[src/rtl/lc3b_types.sv]
// ============================================================================
// Package  : lc3b_types
// Brief    : LC-3b opcode encoding, MEM-stage sequencer states and helpers.
// Revision : 1.0 - initial release
// ============================================================================
`default_nettype none

package lc3b_types;

  typedef enum logic [3:0] {
    op_br   = 4'b0000,
    op_add  = 4'b0001,
    op_ldb  = 4'b0010,
    op_stb  = 4'b0011,
    op_jsr  = 4'b0100,
    op_and  = 4'b0101,
    op_ldw  = 4'b0110,
    op_stw  = 4'b0111,
    op_rti  = 4'b1000,
    op_not  = 4'b1001,
    op_ldi  = 4'b1010,
    op_sti  = 4'b1011,
    op_jmp  = 4'b1100,
    op_shf  = 4'b1101,
    op_lea  = 4'b1110,
    op_trap = 4'b1111
  } lc3b_opcode;

  typedef enum logic [1:0] {
    ST_IDLE = 2'd0,
    ST_ACC1 = 2'd1,
    ST_ACC2 = 2'd2,
    ST_DONE = 2'd3
  } mem_ctrl_state_t;

  localparam logic [1:0] c_be_word = 2'b11;
  localparam logic [1:0] c_be_lo   = 2'b01;
  localparam logic [1:0] c_be_hi   = 2'b10;

  function automatic logic is_mem_op(input lc3b_opcode op);
    return op inside {op_ldb, op_ldw, op_ldi, op_stb, op_stw, op_sti};
  endfunction

  function automatic logic is_indirect(input lc3b_opcode op);
    return op inside {op_ldi, op_sti};
  endfunction

  function automatic logic is_load(input lc3b_opcode op);
    return op inside {op_ldb, op_ldw, op_ldi};
  endfunction

  function automatic logic is_byte_op(input lc3b_opcode op);
    return op inside {op_ldb, op_stb};
  endfunction

endpackage

`default_nettype wire

[src/rtl/byte_lane_align.sv]
// ============================================================================
// Module   : byte_lane_align
// Brief    : Byte-lane steering: store replication, byte enables, LDB extract.
// Revision : 1.0 - initial release
// ============================================================================
`default_nettype none

module byte_lane_align
  import lc3b_types::*;
#(
  parameter int DATA_WIDTH = 16
) (
  input  lc3b_opcode            i_op,
  input  logic                  i_byte_sel,
  input  logic [DATA_WIDTH-1:0] i_sdata,
  input  logic [DATA_WIDTH-1:0] i_rdata,
  output logic [DATA_WIDTH-1:0] o_wdata,
  output logic [1:0]            o_byte_en,
  output logic [DATA_WIDTH-1:0] o_ldb_data
);

  logic [7:0] w_sel_byte;

  // STB replicates the low byte so either lane carries it; the enable picks one.
  always_comb begin
    o_wdata = i_sdata;
    if (i_op == op_stb) begin
      o_wdata = {i_sdata[7:0], i_sdata[7:0]};
    end
  end

  always_comb begin
    o_byte_en = c_be_word;
    if (is_byte_op(i_op)) begin
      o_byte_en = i_byte_sel ? c_be_hi : c_be_lo;
    end
  end

  assign w_sel_byte = i_byte_sel ? i_rdata[DATA_WIDTH-1 -: 8] : i_rdata[7:0];
  assign o_ldb_data = {{(DATA_WIDTH-8){w_sel_byte[7]}}, w_sel_byte};

endmodule

`default_nettype wire

[src/rtl/mem_access_ctrl.sv]
// ============================================================================
// Module   : mem_access_ctrl
// Brief    : LC-3b MEM-stage sequencer issuing one or two data-memory accesses.
// Revision : 1.0 - initial release
// ============================================================================
`default_nettype none

module mem_access_ctrl
  import lc3b_types::*;
#(
  parameter int DATA_WIDTH = 16
) (
  input  logic                  clk,
  input  logic                  reset,
  input  logic                  mem_valid,
  input  lc3b_opcode            mem_opcode,
  input  logic [DATA_WIDTH-1:0] mem_addr,
  input  logic [DATA_WIDTH-1:0] mem_sdata,
  input  logic                  wb_load,
  input  logic                  dmem_resp,
  input  logic [DATA_WIDTH-1:0] dmem_rdata,
  output logic                  dmem_read,
  output logic                  dmem_write,
  output logic [DATA_WIDTH-1:0] dmem_address,
  output logic [DATA_WIDTH-1:0] dmem_wdata,
  output logic [1:0]            dmem_byte_enable,
  output logic                  memstall,
  output logic [DATA_WIDTH-1:0] load_data
);

  localparam logic [DATA_WIDTH-1:0] c_word_mask = {{(DATA_WIDTH-1){1'b1}}, 1'b0};

  mem_ctrl_state_t       r_state;
  lc3b_opcode            r_op;
  logic [DATA_WIDTH-1:0] r_addr;
  logic [DATA_WIDTH-1:0] r_sdata;
  logic [DATA_WIDTH-1:0] r_ptr;
  logic [DATA_WIDTH-1:0] r_load_data;
  logic                  r_flush;

  logic                  w_mem_op;
  logic                  w_indirect;
  logic                  w_load;
  logic                  w_byte_op;
  logic                  w_abort;
  logic [DATA_WIDTH-1:0] w_wdata;
  logic [DATA_WIDTH-1:0] w_ldb_data;
  logic [DATA_WIDTH-1:0] w_capture;
  logic [1:0]            w_lane_be;

  assign w_mem_op   = mem_valid & is_mem_op(mem_opcode);
  assign w_indirect = is_indirect(r_op);
  assign w_load     = is_load(r_op);
  assign w_byte_op  = is_byte_op(r_op);
  // A flush seen at any point of the access retires it without going further.
  assign w_abort    = r_flush | ~mem_valid;

  byte_lane_align #(
    .DATA_WIDTH (DATA_WIDTH)
  ) u_byte_lane_align (
    .i_op       (r_op),
    .i_byte_sel (r_addr[0]),
    .i_sdata    (r_sdata),
    .i_rdata    (dmem_rdata),
    .o_wdata    (w_wdata),
    .o_byte_en  (w_lane_be),
    .o_ldb_data (w_ldb_data)
  );

  assign w_capture = (r_op == op_ldb) ? w_ldb_data : dmem_rdata;

  // Instruction attributes are latched on entry so a flushed access completes intact.
  always_ff @(posedge clk or posedge reset) begin
    if (reset) begin
      r_state     <= ST_IDLE;
      r_op        <= op_br;
      r_addr      <= '0;
      r_sdata     <= '0;
      r_ptr       <= '0;
      r_load_data <= '0;
      r_flush     <= 1'b0;
    end else begin
      case (r_state)
        ST_IDLE: begin
          r_flush <= 1'b0;
          if (w_mem_op) begin
            r_op    <= mem_opcode;
            r_addr  <= mem_addr;
            r_sdata <= mem_sdata;
            r_state <= ST_ACC1;
          end
        end
        ST_ACC1: begin
          if (!mem_valid) begin
            r_flush <= 1'b1;
          end
          if (dmem_resp) begin
            if (w_abort) begin
              r_state <= ST_IDLE;
            end else if (w_indirect) begin
              r_ptr   <= dmem_rdata;
              r_state <= ST_ACC2;
            end else begin
              if (w_load) begin
                r_load_data <= w_capture;
              end
              r_state <= ST_DONE;
            end
          end
        end
        ST_ACC2: begin
          if (!mem_valid) begin
            r_flush <= 1'b1;
          end
          if (dmem_resp) begin
            if (w_abort) begin
              r_state <= ST_IDLE;
            end else begin
              if (r_op == op_ldi) begin
                r_load_data <= dmem_rdata;
              end
              r_state <= ST_DONE;
            end
          end
        end
        ST_DONE: begin
          if (wb_load) begin
            r_state <= ST_IDLE;
          end
        end
        default: r_state <= ST_IDLE;
      endcase
    end
  end

  always_comb begin
    dmem_read        = 1'b0;
    dmem_write       = 1'b0;
    dmem_address     = r_addr & c_word_mask;
    dmem_byte_enable = c_be_word;
    dmem_wdata       = w_wdata;
    case (r_state)
      ST_ACC1: begin
        // Indirect ops always fetch the pointer first, even for STI.
        dmem_read        = w_load | w_indirect;
        dmem_write       = ~(w_load | w_indirect);
        dmem_address     = w_byte_op ? r_addr : (r_addr & c_word_mask);
        dmem_byte_enable = w_lane_be;
      end
      ST_ACC2: begin
        dmem_read    = (r_op == op_ldi);
        dmem_write   = (r_op == op_sti);
        dmem_address = r_ptr & c_word_mask;
      end
      default: begin
      end
    endcase
  end

  assign memstall  = w_mem_op & (r_state != ST_DONE);
  assign load_data = r_load_data;

endmodule

`default_nettype wire

[config.mk]
export PLATFORM = sky130hd
export DESIGN_NAME = mem_access_ctrl
export DESIGN_NICKNAME = d
export VERILOG_FILES = /design/src/rtl/lc3b_types.sv /design/src/rtl/byte_lane_align.sv /design/src/rtl/mem_access_ctrl.sv
export SDC_FILE = /design/constraint.sdc
export NUM_CORES = 1
export LEC_CHECK = 0
export CAP_MARGIN = 20
export CORE_ASPECT_RATIO = 0.6
export CORE_MARGIN = 1
export CORE_UTILIZATION = 45
export CTS_BUF_LIST = sky130_fd_sc_hd__clkbuf_4
export CTS_CLUSTER_SIZE = 10
export DETAILED_ROUTE_END_ITERATION = 10
export PLACE_DENSITY = 0.77
export SLEW_MARGIN = 30
export SYNTH_ARGS = -nofsm -noshare
export SYNTH_HDL_FRONTEND = slang
export SYNTH_SLANG_ARGS = --single-unit
[constraint.sdc]
create_clock -name clk -period 4.3 [get_ports clk]
set_input_delay 0.645 -clock clk [delete_from_list [all_inputs] [get_ports clk]]
set_output_delay 0.645 -clock clk [all_outputs]
set_load 0.01 [all_outputs]
==> results, run 1 <==
- The combined global-route utilization of all metal layers is 22.4%.
- Synthesis inferred 70 register bits.
- The overall die height is 69.7 um.
- The net count of the finished layout is 433.
- After detailed routing, the number of vias per cell comes to 5.11.
- The number of distinct library cells after synthesis is 38.
- The floorplan has 24 rows.
- The worst hold slack is 495 ps.
- With fillers left out, the area of the finished cells amounts to 0.00465 mm^2.
- At the worst endpoint, the required time is 3650 ps.
- The worst vdd rail ir drop is 0.377 mV.
- The floorplan die width is 115 um.
- The max-slew headroom at the worst pin is 38.0%.
- The clock latency on the worst-skew pair is 400 ps.
- Measured in cells, the most critical reg-to-reg path has a length of 4.
- The met3 routing resource usage after global routing is 7.87%.
- The die covers 0.00800 mm^2.
- In this run the most critical hold path is launched from load_data[9]$_DFFE_PP0P_.
- The first-pass GRT wire length is 13.5 mm.
- The congestion estimate from routability-driven global placement came to 0.855.
- The total nets after synthesis is 333.
- The type of the worst min-delay path is reg -> reg.
- STA classifies the critical path startpoint as a register.
- The arrival time at the worst endpoint is 2900 ps.
- In this run the worst path has a maximum fanout of 16.
- The core region is 0.00733 mm^2.
- The worst-margin pin slew is 930 ps.
- The longest clock path from root to sink contains 2 buffers.
- The placed wire-length estimate is 6.09 mm.
- The area growth from synthesis to layout is 35.2%.
- In this run the power density over the cells is 712 mW/mm^2.
- The placed cell area is 0.00451 mm^2.
- The top-level I/O count is 110.
- The filler cells instantiated in the layout total 638.
- The pin count of the biggest net entering global routing is 42.
- In the final layout, the share of cells above drive strength 1 is 24.7%.
- The clock arrives with 7.58 ps of skew.
- After global routing, the most crowded layer is met1.
- The total power consumption of the routed design is 3.31 mW.
- The period utilization is 82.5%.
- The count of flip-flops with a built-in enable after synthesis is 0.
- The number of setup buffers added after CTS is 0.
- The cell chosen for the clock root is sky130_fd_sc_hd__clkbuf_4.
- TritonCTS built the clock tree.
- The cell depth of the worst min-delay path is 2.
- After clock tree synthesis, the repair step resized 0 gates.
- The final count of pins violating max slew is 0.
- The run finished with clean final reports.
- The start point of the critical path is r_state[0]$_DFFE_PP0P_.
- The most common cell after layout, fill and taps aside is sky130_fd_sc_hd__clkdlybuf4s50_1.
- The termination of the worst setup path is dmem_write.
- The top cell types in the final layout, fill and taps aside, are sky130_fd_sc_hd__clkdlybuf4s50_1, sky130_fd_sc_hd__dfrtp_1, sky130_fd_sc_hd__mux2_2, sky130_fd_sc_hd__nand2_1.
- Derived from the worst setup path, the maximum achievable clock frequency is 282 MHz.
- Synthesis produced a netlist whose cell count is 272.
- The met2 layer usage reported by global route is 31.2%.
- The shortest clock period the worst path allows after layout is 3550 ps.
- The critical register-to-register path endpoint is r_ptr[15]$_DFFE_PP0P_.
- Setup violations remaining at the end of the flow were counted as 0.
- Each instance of the synthesized netlist takes up on average 12.6 um^2.
- Once the floorplan was initialized, standard cells occupied 46.9% of the core.
- For this design the static power due to leakage is 2.03 nW.
- Summed over all layers, the global routing overflow is 0.
- The proportion of register bits with asynchronous set or reset after synthesis is 100%.
- The type of destination of the critical path is a primary output.
- The number of antenna violations at the first check in global routing is 0.
- The global routing usage on met1 is 32.8%.
- The count of final hold-check violations came to 0.
- Setup repair after global routing left no endpoint under its margin.
- The summed instance area of the synthesized netlist is 0.00344 mm^2.
- The startpoint identified for the worst register-to-register timing path is r_state[1]$_DFFE_PP0P_.
- The final layout contains routed wiring with a total length of 8.36 mm.
- CTS saw 70 sinks.
- The detailed-route via count is 2459.
- The clock transition at the register clock pins on the worst setup and hold paths after CTS is 110 ps.
- In the routed design, unresolved DRC markers number 0.
- The starting DRC count in detailed routing is 119.
- The max-capacitance violation count is 0.
- The H-tree was split into 3 levels.
- Input and output buffers added on the ports amount to 109.
- Counting the buffers created by CTS gives 9.
- The detail route stage leaves a number of antenna-violating nets equal to 0.
- By startpoint and endpoint, the worst setup path is classified as reg -> out.
- The setup TNS after final layout is 0 ps.
- The flip-flop cell with the highest count after synthesis is sky130_fd_sc_hd__dfrtp_1.
- The internal reg-to-reg setup slack is 2020 ps.
- Dividing the detail-routed wire length by the instance count gives 17.4 um.
- Hold repair after CTS inserted 0 buffers.
- The number of detailed-route iterations in the first pass is 4.
- The number of global-route vias before repair was 2582.
- The end-of-flow core utilization is 63.4%.
- The antenna diode count is 0.
- The share of the Yosys chip area taken by registers is 51.0%.
- Yosys printed 0 warnings.
## logic make-up (layout without fill, tap and decap cells)
group                      Yosys count  count (layout)  synth area share [%]
AOI/OAI and AO/OA                   46              46                  11.0
adders and majority gates            4               4                  1.46
muxes                               66              66                  22.4
buffers and inverters               31             136                  5.86
and+or+nand+nor                     55              55                  8.30
DFF                                 70              70                  51.0
## how the worst min path moves through the flow
stage	end	slack, ps
3_3_place_gp	load_data[14]$_DFFE_PP0P_	470
6_report	load_data[9]$_DFFE_PP0P_	500
4_1_cts	load_data[9]$_DFFE_PP0P_	500
5_1_grt	load_data[9]$_DFFE_PP0P_	520
3_5_place_dp	load_data[9]$_DFFE_PP0P_	470
2_1_floorplan	r_sdata[10]$_DFFE_PP0P_	480
## per-layer routing
layer,share of wire (%),up-vias
met2,42,82
met5,0,-
met3,7.6,9
met4,0.95,0
li1,-,1162
met1,50,1206
## cell type report
type | count | area [um^2] | share of cell area [%]
clock inverters | 5 | 50.0 | 1.08
repair buffers | 113 | 1120 | 24.1
clock buffers | 11 | 82.6 | 1.78
multi-input cells | 171 | 1480 | 31.9
well taps | 104 | 130 | 2.80
inverters | 7 | 26.3 | 0.566
flip-flops and latches | 70 | 1750 | 37.7
## synthesized netlist by cell type (5+ instances only)
master,number,area (um^2)
sky130_fd_sc_hd__dfrtp_1,70,1750
sky130_fd_sc_hd__inv_1,7,26.3
sky130_fd_sc_hd__nor2_1,15,56.3
sky130_fd_sc_hd__mux2_2,48,541
sky130_fd_sc_hd__o21ai_1,7,35.0
sky130_fd_sc_hd__buf_2,6,30.0
sky130_fd_sc_hd__o21ai_0,5,25.0
sky130_fd_sc_hd__a22o_1,15,131
sky130_fd_sc_hd__o31ai_2,9,113
sky130_fd_sc_hd__mux2i_1,8,80.1
sky130_fd_sc_hd__nand2_1,19,71.3
sky130_fd_sc_hd__buf_4,12,90.1
sky130_fd_sc_hd__mux2_4,10,150
## flip-flops by register name, indices dropped and copies added (netlist names)
name / cells
load_data: 16
r_addr: 16
r_flush: 1
r_op: 4
r_ptr: 15
r_sdata: 16
r_state: 2
## critical path, cell delays in order, from the launching register on
cell,delay (ps)
sky130_fd_sc_hd__dfrtp_1,410
sky130_fd_sc_hd__inv_1,80
sky130_fd_sc_hd__ha_1,420
sky130_fd_sc_hd__and2_1,600
sky130_fd_sc_hd__nand3_1,140
sky130_fd_sc_hd__o21ai_0,170
sky130_fd_sc_hd__a32o_1,150
sky130_fd_sc_hd__clkdlybuf4s50_1,530
## where the power goes
group          leakage [nW]  internal [mW]  switching [mW]
clock network        0.0804          0.187           0.226
logic                  1.08           1.01           0.734
registers             0.867          0.949           0.196
## metrics by stage
step,cells,setup slack [ps]
final,481,754
after global routing,481,562
after CTS,481,737
after detailed placement,465,1190
after global placement,465,1260
after floorplan,272,1890
No activity file was read; power rests on OpenSTA's default activity.
==> run 2: changes to the inputs <==
--- a/config.mk
+++ b/config.mk
@@ -8,7 +8,7 @@
 export CAP_MARGIN = 20
 export CORE_ASPECT_RATIO = 0.6
 export CORE_MARGIN = 1
-export CORE_UTILIZATION = 45
+export CORE_UTILIZATION = 43
 export CTS_BUF_LIST = sky130_fd_sc_hd__clkbuf_4
 export CTS_CLUSTER_SIZE = 10
 export DETAILED_ROUTE_END_ITERATION = 10
==> constraint.sdc (replaced) <==
create_clock -name clk -period 3.2 [get_ports clk]
set_input_delay 0.48 -clock clk [delete_from_list [all_inputs] [get_ports clk]]
set_output_delay 0.48 -clock clk [all_outputs]
set_load 0.01 [all_outputs]
==> run 2 against run 1 <==
Effect of this change: via count increased by 0.73%; worst setup slack got worse by 580 ps; core utilization decreased by 1.1 points; sequential share of layout area decreased by 0.24 points; highest routed layer unchanged; wire length decreased by 1.9%; sequential cell count unchanged; final cell count increased by 0.21%; clock skew increased by 8.3 ps; critical path type unchanged; register-to-register slack got worse by 1100 ps; sequential power increased by 36%.
==> results, run 2 (synthesis gave the netlist of run 1 again) <==
- The power density over cell area is 950 mW/mm^2 (was 712 mW/mm^2).
- The worst-margin pin slew was 837 ps (was 930 ps).
- The start point of the critical path is r_op[3]$_DFFE_PP0P_ (was r_state[0]$_DFFE_PP0P_).
- The total clock buffers created by CTS is 9 (unchanged).
- The critical register-to-register path endpoint is r_addr[7]$_DFFE_PP0P_ (was r_ptr[15]$_DFFE_PP0P_).
- The top routing layer in use was met4 (unchanged).
- The top-level I/O count is 110 (unchanged).
- The starting density of the core is 45.8% (was 46.9%).
- The overall die height came to 71.3 um (was 69.7 um).
- The type of destination of the critical path is a primary output (unchanged).
- The fraction of final layout cells with drive strength greater than 1 is 25.1% (was 24.7%).
- The total met2 wirelength after detailed routing is 3.47 mm (about the same).
- The TritonCTS clock tree is built (unchanged).
- The routed length on met1 came to 4.07 mm (was 4.17 mm).
- The count of nets left with antenna violations after detail routing is 0 (unchanged).
- The final count of pins violating max slew came to 0 (unchanged).
- Most frequent cells in the layout: sky130_fd_sc_hd__clkdlybuf4s50_1, sky130_fd_sc_hd__dfrtp_1, sky130_fd_sc_hd__mux2_2, sky130_fd_sc_hd__nand2_1 (unchanged).
- RSZ-0062 raised after global routing: no (unchanged).
- The met3 wire length is 561 um (was 638 um).
- The critical path class is reg -> out (unchanged).
- The placeable core area came to 0.00751 mm^2 (was 0.00733 mm^2).
- The first-pass GRT wire length was 13.4 mm (was 13.5 mm).
- The pin count of the biggest net entering global routing is 38 (was 42).
- The detailed-route via count is 2477 (was 2459).
- The clock transition at the register clock pins on the worst setup and hold paths after CTS is 110 ps (about the same).
- The global route total overflow is 0 (unchanged).
- The placed wire-length estimate was 6.09 mm (about the same).
- The type of the worst min-delay path is reg -> reg (unchanged).
- The number of inserted filler cells in the final layout is 617 (was 638).
- The number of placed instances with taps included is 468 (was 465).
- The worst vdd rail ir drop is 0.462 mV (was 0.377 mV).
- The count of hold-fix buffers inserted at cts is 0 (unchanged).
- The combined global-route utilization of all metal layers is 21.0% (was 22.4%).
- The antenna diode count is 0 (unchanged).
- The leakage component of the power was 2.03 nW (about the same).
- The setup TNS after final layout came to 0 ps (unchanged).
- The arrival time at the worst endpoint is 2550 ps (was 2900 ps).
- The worst path needs 3030 ps of the cycle, external delays included.
- The nature of the critical path startpoint was a register (unchanged).
- Timing would allow up to 330 MHz.
- The most common cell after layout, fill and taps aside is sky130_fd_sc_hd__clkdlybuf4s50_1 (unchanged).
- The number of cells in the finished layout apart from fillers is 482 (was 481).
- The final critical path takes up 94.7% of the cycle.
- The post-layout net count is 436 (was 433).
- The placed cell area is 0.00455 mm^2 (was 0.00451 mm^2).
- The floorplan die width came to 117 um (was 115 um).
- The total number of H-tree levels is 3 (unchanged).
- The final design area excluding fillers was 0.00468 mm^2 (was 0.00465 mm^2).
- The wire length reported by the detailed router was 8.20 mm (was 8.36 mm).
- The number of global-route vias before repair is 2564 (was 2582).
- The termination of the worst setup path is dmem_wdata[11] (was dmem_write).
- The max-capacitance violation count came to 0 (unchanged).
- The biggest fanout along the worst timing path is 8 (was 16).
- The number of design rule violations left after detail routing is 0 (unchanged).
- The cell row count came to 24 (unchanged).
- Status: finished, final reports clean (unchanged).
- The worst clock skew on the final layout is 15.9 ps (was 7.58 ps).
- The cell chosen for the clock root is sky130_fd_sc_hd__clkbuf_4 (unchanged).
- The largest buffer count on any clock path is 2 (unchanged).
- The via density per instance is 5.14 (was 5.11).
- The final estimated routing congestion in global placement was 0.838 (was 0.855).
- The count of final hold-check violations was 0 (unchanged).
- The required time reported for the critical path endpoint is 2720 ps (was 3650 ps).
- The number of buffer cells added on primary ports was 109 (unchanged).
- The internal reg-to-reg setup slack is 920 ps (was 2020 ps).
- The number of antenna violations at the first check in global routing came to 0 (unchanged).
- The clock latency on the worst-skew pair is 410 ps (was 400 ps).
- The max-slew headroom at the worst pin is 44.1% (was 38.0%).
- The starting DRC count in detailed routing came to 134 (was 119).
- The area growth from synthesis to layout was 36.0% (was 35.2%).
- The depth of the worst register-to-register path is 5 (was 4).
- The count of final setup violators is 0 (unchanged).
- The average wire per standard cell is 17.0 um (was 17.4 um).
- The origin of the critical flop-to-flop path is r_state[0]$_DFFE_PP0P_ (was r_state[1]$_DFFE_PP0P_).
- The number of detailed-route iterations in the first pass came to 4 (unchanged).
- The clock net sink count is 70 (unchanged).
- The area of the die is 0.00837 mm^2 (was 0.00800 mm^2).
run 2: metrics by stage:
stage / util, % / hold WS [ps] / power, mW / setup WS, ps
3_5_place_dp: 60.6 / 471 / 3.91 / 468
6_report: 62.3 / 493 / 4.44 / 170
2_1_floorplan: - / 475 / 2.89 / 952
3_3_place_gp: 60.6 / 468 / 3.84 / 568
5_1_grt: 62.3 / 525 / 4.73 / 2.78
4_1_cts: 62.2 / 497 / 4.47 / 80.7
run 2: cell type report:
cell class                 instances  area (um^2)  share of cell area (%)
clock buffer                      11         82.6                    1.77
clock inverter                     3         37.5                   0.803
inverter                           7         26.3                   0.562
multi-input combinational        171         1490                    31.9
sequential                        70         1750                    37.5
tap                              104          130                    2.78
timing repair buffer             116         1160                    24.7
run 2: power by group:
group / switching, mW / internal [mW] / total [mW]
sequential: 0.275 / 1.28 / 1.55
combinational: 0.973 / 1.39 / 2.36
clock: 0.286 / 0.243 / 0.529
total: 1.53 / 2.91 / 4.44
run 2: worst min-delay path by stage:
stage	from	end	slack, ps	cells past startpoint
final	load_data[13]$_DFFE_PP0P_	load_data[13]$_DFFE_PP0P_	490	2
after global routing	r_addr[15]$_DFFE_PP0P_	r_addr[15]$_DFFE_PP0P_	520	1
after CTS	load_data[13]$_DFFE_PP0P_	load_data[13]$_DFFE_PP0P_	500	2
after detailed placement	load_data[13]$_DFFE_PP0P_	load_data[13]$_DFFE_PP0P_	470	2
after global placement	load_data[7]$_DFFE_PP0P_	load_data[7]$_DFFE_PP0P_	470	2
after floorplan	r_sdata[10]$_DFFE_PP0P_	r_sdata[10]$_DFFE_PP0P_	480	1
run 2: per-layer routing:
metal | up-vias | global-route usage [%]
met5 | - | 0
met4 | 0 | 5.34
met3 | 11 | 7.56
met2 | 83 | 29.8
met1 | 1217 | 30.4
li1 | 1166 | -
run 2: timing repair:
action	in CTS	in global routing
setup endpoints to repair	1	3
buffers inserted	0	0
gates cloned	0	0
gates resized for setup	2	2
run 2: critical path: stages (launching register included):
cell and delay [ps]:
sky130_fd_sc_hd__dfrtp_1 470, sky130_fd_sc_hd__nor3b_2 350, sky130_fd_sc_hd__and2_1 430, sky130_fd_sc_hd__mux2_2 390, sky130_fd_sc_hd__clkdlybuf4s50_1 480
==> run 3: changes to the inputs <==
--- a/config.mk
+++ b/config.mk
@@ -7,7 +7,7 @@
 export LEC_CHECK = 0
 export CAP_MARGIN = 20
 export CORE_ASPECT_RATIO = 0.6
-export CORE_MARGIN = 1
+export CORE_MARGIN = 3
 export CORE_UTILIZATION = 43
 export CTS_BUF_LIST = sky130_fd_sc_hd__clkbuf_4
 export CTS_CLUSTER_SIZE = 10
@@ -17,3 +17,4 @@
 export SYNTH_ARGS = -nofsm -noshare
 export SYNTH_HDL_FRONTEND = slang
 export SYNTH_SLANG_ARGS = --single-unit
+export TNS_END_PERCENT = 20
==> run 3 against run 2 <==
Effect of this change: final cell count up 0.21%; count of clock-buffer cells in the layout shrank 2; clock power up 36%; sequential cell count did not move; core utilization rose by 0.80 points; critical endpoint is now dmem_write; critical path depth rose by 3; die area up 9.2%; power is 4.2% higher; via count decreased by 2.3%; critical path type unchanged; clock skew down 2.8 ps; wire length up 4.5%; largest cell class unchanged.
==> results, run 3 (synthesis gave the netlist of run 1 again) <==
- Status: finished, final reports clean (unchanged).
- The worst-margin pin slew was 808 ps (was 837 ps).
- The master of the slowest instance on the critical path was sky130_fd_sc_hd__clkdlybuf4s50_1 (unchanged).
- The worst path buffer plus inverter count is 2 (was 1).
- The total power consumption of the routed design is 4.63 mW (was 4.44 mW).
- The worst vdd rail ir drop is 0.556 mV (was 0.462 mV).
- The setup TNS after final layout came to 0 ps (unchanged).
- The cell chosen for the clock root was sky130_fd_sc_hd__clkbuf_4 (unchanged).
- The number of global-route vias before repair is 2562 (was 2564).
- The type of destination of the critical path is a primary output (unchanged).
- The overall die height is 75.3 um (was 71.3 um).
- The most common cell after layout, fill and taps aside is sky130_fd_sc_hd__clkdlybuf4s50_1 (unchanged).
- The number of detailed-route iterations in the first pass is 4 (unchanged).
- The placeable core area is 0.00751 mm^2 (unchanged).
- The power density over cell area is 977 mW/mm^2 (was 950 mW/mm^2).
- The detailed-route via count is 2420 (was 2477).
- The count of final hold-check violations was 0 (unchanged).
- The fraction of final layout cells with drive strength greater than 1 is 26.1% (was 25.1%).
- The starting DRC count in detailed routing is 92 (was 134).
- The total clock buffers created by CTS is 9 (unchanged).
- The floorplan die width is 121 um (was 117 um).
- The post-layout net count is 435 (was 436).
- The count of final setup violators is 0 (unchanged).
- The shortest clock period the worst path allows after layout was 3040 ps (was 3030 ps).
- The number of design rule violations left after detail routing came to 0 (unchanged).
- The area of the die is 0.00914 mm^2 (was 0.00837 mm^2).
- The maximum frequency from static timing analysis is 329 MHz (was 330 MHz).
- The top cell family by delay on the critical path is buffers and inverters (was simple AND/OR/NAND/NOR gates).
- The critical register-to-register path endpoint is r_addr[5]$_DFFE_PP0P_ (was r_addr[7]$_DFFE_PP0P_).
- The final estimated routing congestion in global placement is 0.820 (was 0.838).
- The origin of the critical flop-to-flop path is r_state[0]$_DFFE_PP0P_ (unchanged).
- The final count of pins violating max slew is 0 (unchanged).
- The pin count of the biggest net entering global routing is 46 (was 38).
- The area growth from synthesis to layout is 37.8% (was 36.0%).
- The first-pass GRT wire length was 13.3 mm (was 13.4 mm).
- The arrival time at the worst endpoint was 2560 ps (was 2550 ps).
- The number of inserted filler cells in the final layout came to 625 (was 617).
- The starting density of the core is 45.8% (unchanged).
- The internal reg-to-reg setup slack is 940 ps (was 920 ps).
- The top-level I/O count is 110 (unchanged).
- The global route total overflow was 0 (unchanged).
- The period utilization was 94.9% (was 94.7%).
- The required time reported for the critical path endpoint is 2720 ps (about the same).
- The nature of the critical path startpoint is a register (unchanged).
- The type of the worst min-delay path is in -> async (was reg -> reg).
- The TritonCTS clock tree is built (unchanged).
- The max-slew headroom at the worst pin is 46.0% (was 44.1%).
- Cells traversed along the worst timing path: inv_1 -> ha_2 -> and2_4 -> nand3_1 -> o21ai_0 -> a32o_1 -> clkdlybuf4s50_1 (was nor3b_2 -> and2_1 -> mux2_2 -> clkdlybuf4s50_1).
- The critical path class is reg -> out (unchanged).
- The via density per instance came to 5.01 (was 5.14).
- The number of buffer cells added on primary ports is 109 (unchanged).
- The delay contributed by the slowest stage of the critical path is 530 ps (was 480 ps).
- The count of nets left with antenna violations after detail routing came to 0 (unchanged).
- The leakage component of the power is 2.06 nW (was 2.03 nW).
- The biggest fanout along the worst timing path is 8 (unchanged).
- The worst clock skew on the final layout is 13.1 ps (was 15.9 ps).
- The clock latency on the worst-skew pair is 440 ps (was 410 ps).
- The antenna diode count was 0 (unchanged).
- The depth of the worst register-to-register path was 5 (unchanged).
- The end-of-flow core utilization is 63.1% (was 62.3%).
- The max-capacitance violation count is 0 (unchanged).
- The cell row count is 24 (unchanged).
- The combined global-route utilization of all metal layers is 19.7% (was 21.0%).
- The average wire per standard cell is 17.7 um (was 17.0 um).
- The number of antenna violations at the first check in global routing is 0 (unchanged).
- Most frequent cells in the layout: sky130_fd_sc_hd__clkdlybuf4s50_1, sky130_fd_sc_hd__dfrtp_1, sky130_fd_sc_hd__mux2_2, sky130_fd_sc_hd__nand2_1 (unchanged).
- The clock net sink count is 70 (unchanged).
- RSZ-0062 raised after global routing: no (unchanged).
- The clock transition at the register clock pins on the worst setup and hold paths after CTS came to 120 ps (was 110 ps).
- The largest buffer count on any clock path was 2 (unchanged).
- The total number of H-tree levels came to 3 (unchanged).
- The wire length reported by the detailed router is 8.56 mm (was 8.20 mm).
- The placed wire-length estimate is 6.29 mm (was 6.09 mm).
- The post-CTS setup buffer count is 0 (unchanged).
-- run 3: power by group --
| group | switching [mW] | internal (mW) | leakage, nW |
|---|---|---|---|
| clock | 0.330 | 0.391 | 0.0957 |
| combinational | 0.978 | 1.39 | 1.10 |
| sequential | 0.265 | 1.27 | 0.867 |
| total | 1.57 | 3.05 | 2.06 |
-- run 3: cell type report --
| class | count | area, um^2 | area share, % |
|---|---|---|---|
| clock buffers | 9 | 67.6 | 1.43 |
| clock inverters | 7 | 113 | 2.38 |
| inverters | 7 | 26.3 | 0.555 |
| multi-input cells | 171 | 1500 | 31.7 |
| flip-flops and latches | 70 | 1750 | 37.0 |
| well taps | 104 | 130 | 2.75 |
| repair buffers | 115 | 1150 | 24.3 |
-- run 3: through the flow --
stage | setup slack [ps] | area [um^2] | hold slack (ps) | cells
final | 164 | 4740 | 422 | 483
after floorplan | 952 | 3440 | 475 | 272
after detailed placement | 436 | 4540 | 474 | 467
after global routing | 7.70 | 4740 | 433 | 483
after global placement | 502 | 4540 | 469 | 467
after CTS | 21.5 | 4720 | 426 | 483
-- run 3: repair_timing --
action                     in CTS  in global routing
gates resized for setup         2                  4
hold buffers                    0                  0
hold endpoints to repair        0                  0
setup endpoints to repair      16                 19
-- run 3: worst max path at each step --
stage,startpoint,end,cells after the start
3_3_place_gp,r_state[0]$_DFFE_PP0P_,dmem_write,7
2_1_floorplan,reset,load_data[0]$_DFFE_PP0P_,1
5_1_grt,r_state[0]$_DFFE_PP0P_,dmem_write,7
6_report,r_state[0]$_DFFE_PP0P_,dmem_write,7
3_5_place_dp,r_state[0]$_DFFE_PP0P_,dmem_write,7
4_1_cts,r_state[0]$_DFFE_PP0P_,dmem_write,7
-- run 3: metal layers --
| metal | share of wire (%) | track usage, % | vias to the layer above | wire length, um |
|---|---|---|---|---|
| met5 | 0 | 0 | - | 0 |
| met1 | 48 | 27.8 | 1165 | 4080 |
| met2 | 43 | 27.6 | 88 | 3660 |
| met3 | 8.5 | 8.71 | 8 | 730 |
| met4 | 1.1 | 5.22 | 0 | 95 |
| li1 | - | - | 1159 | - |
-- run 3: worst register-to-register path: stages, from the launching register on --
cell	delay [ps]
sky130_fd_sc_hd__dfrtp_1	440
sky130_fd_sc_hd__inv_1	110
sky130_fd_sc_hd__ha_2	240
sky130_fd_sc_hd__nand4_2	650
sky130_fd_sc_hd__buf_4	450
sky130_fd_sc_hd__mux2_2	280
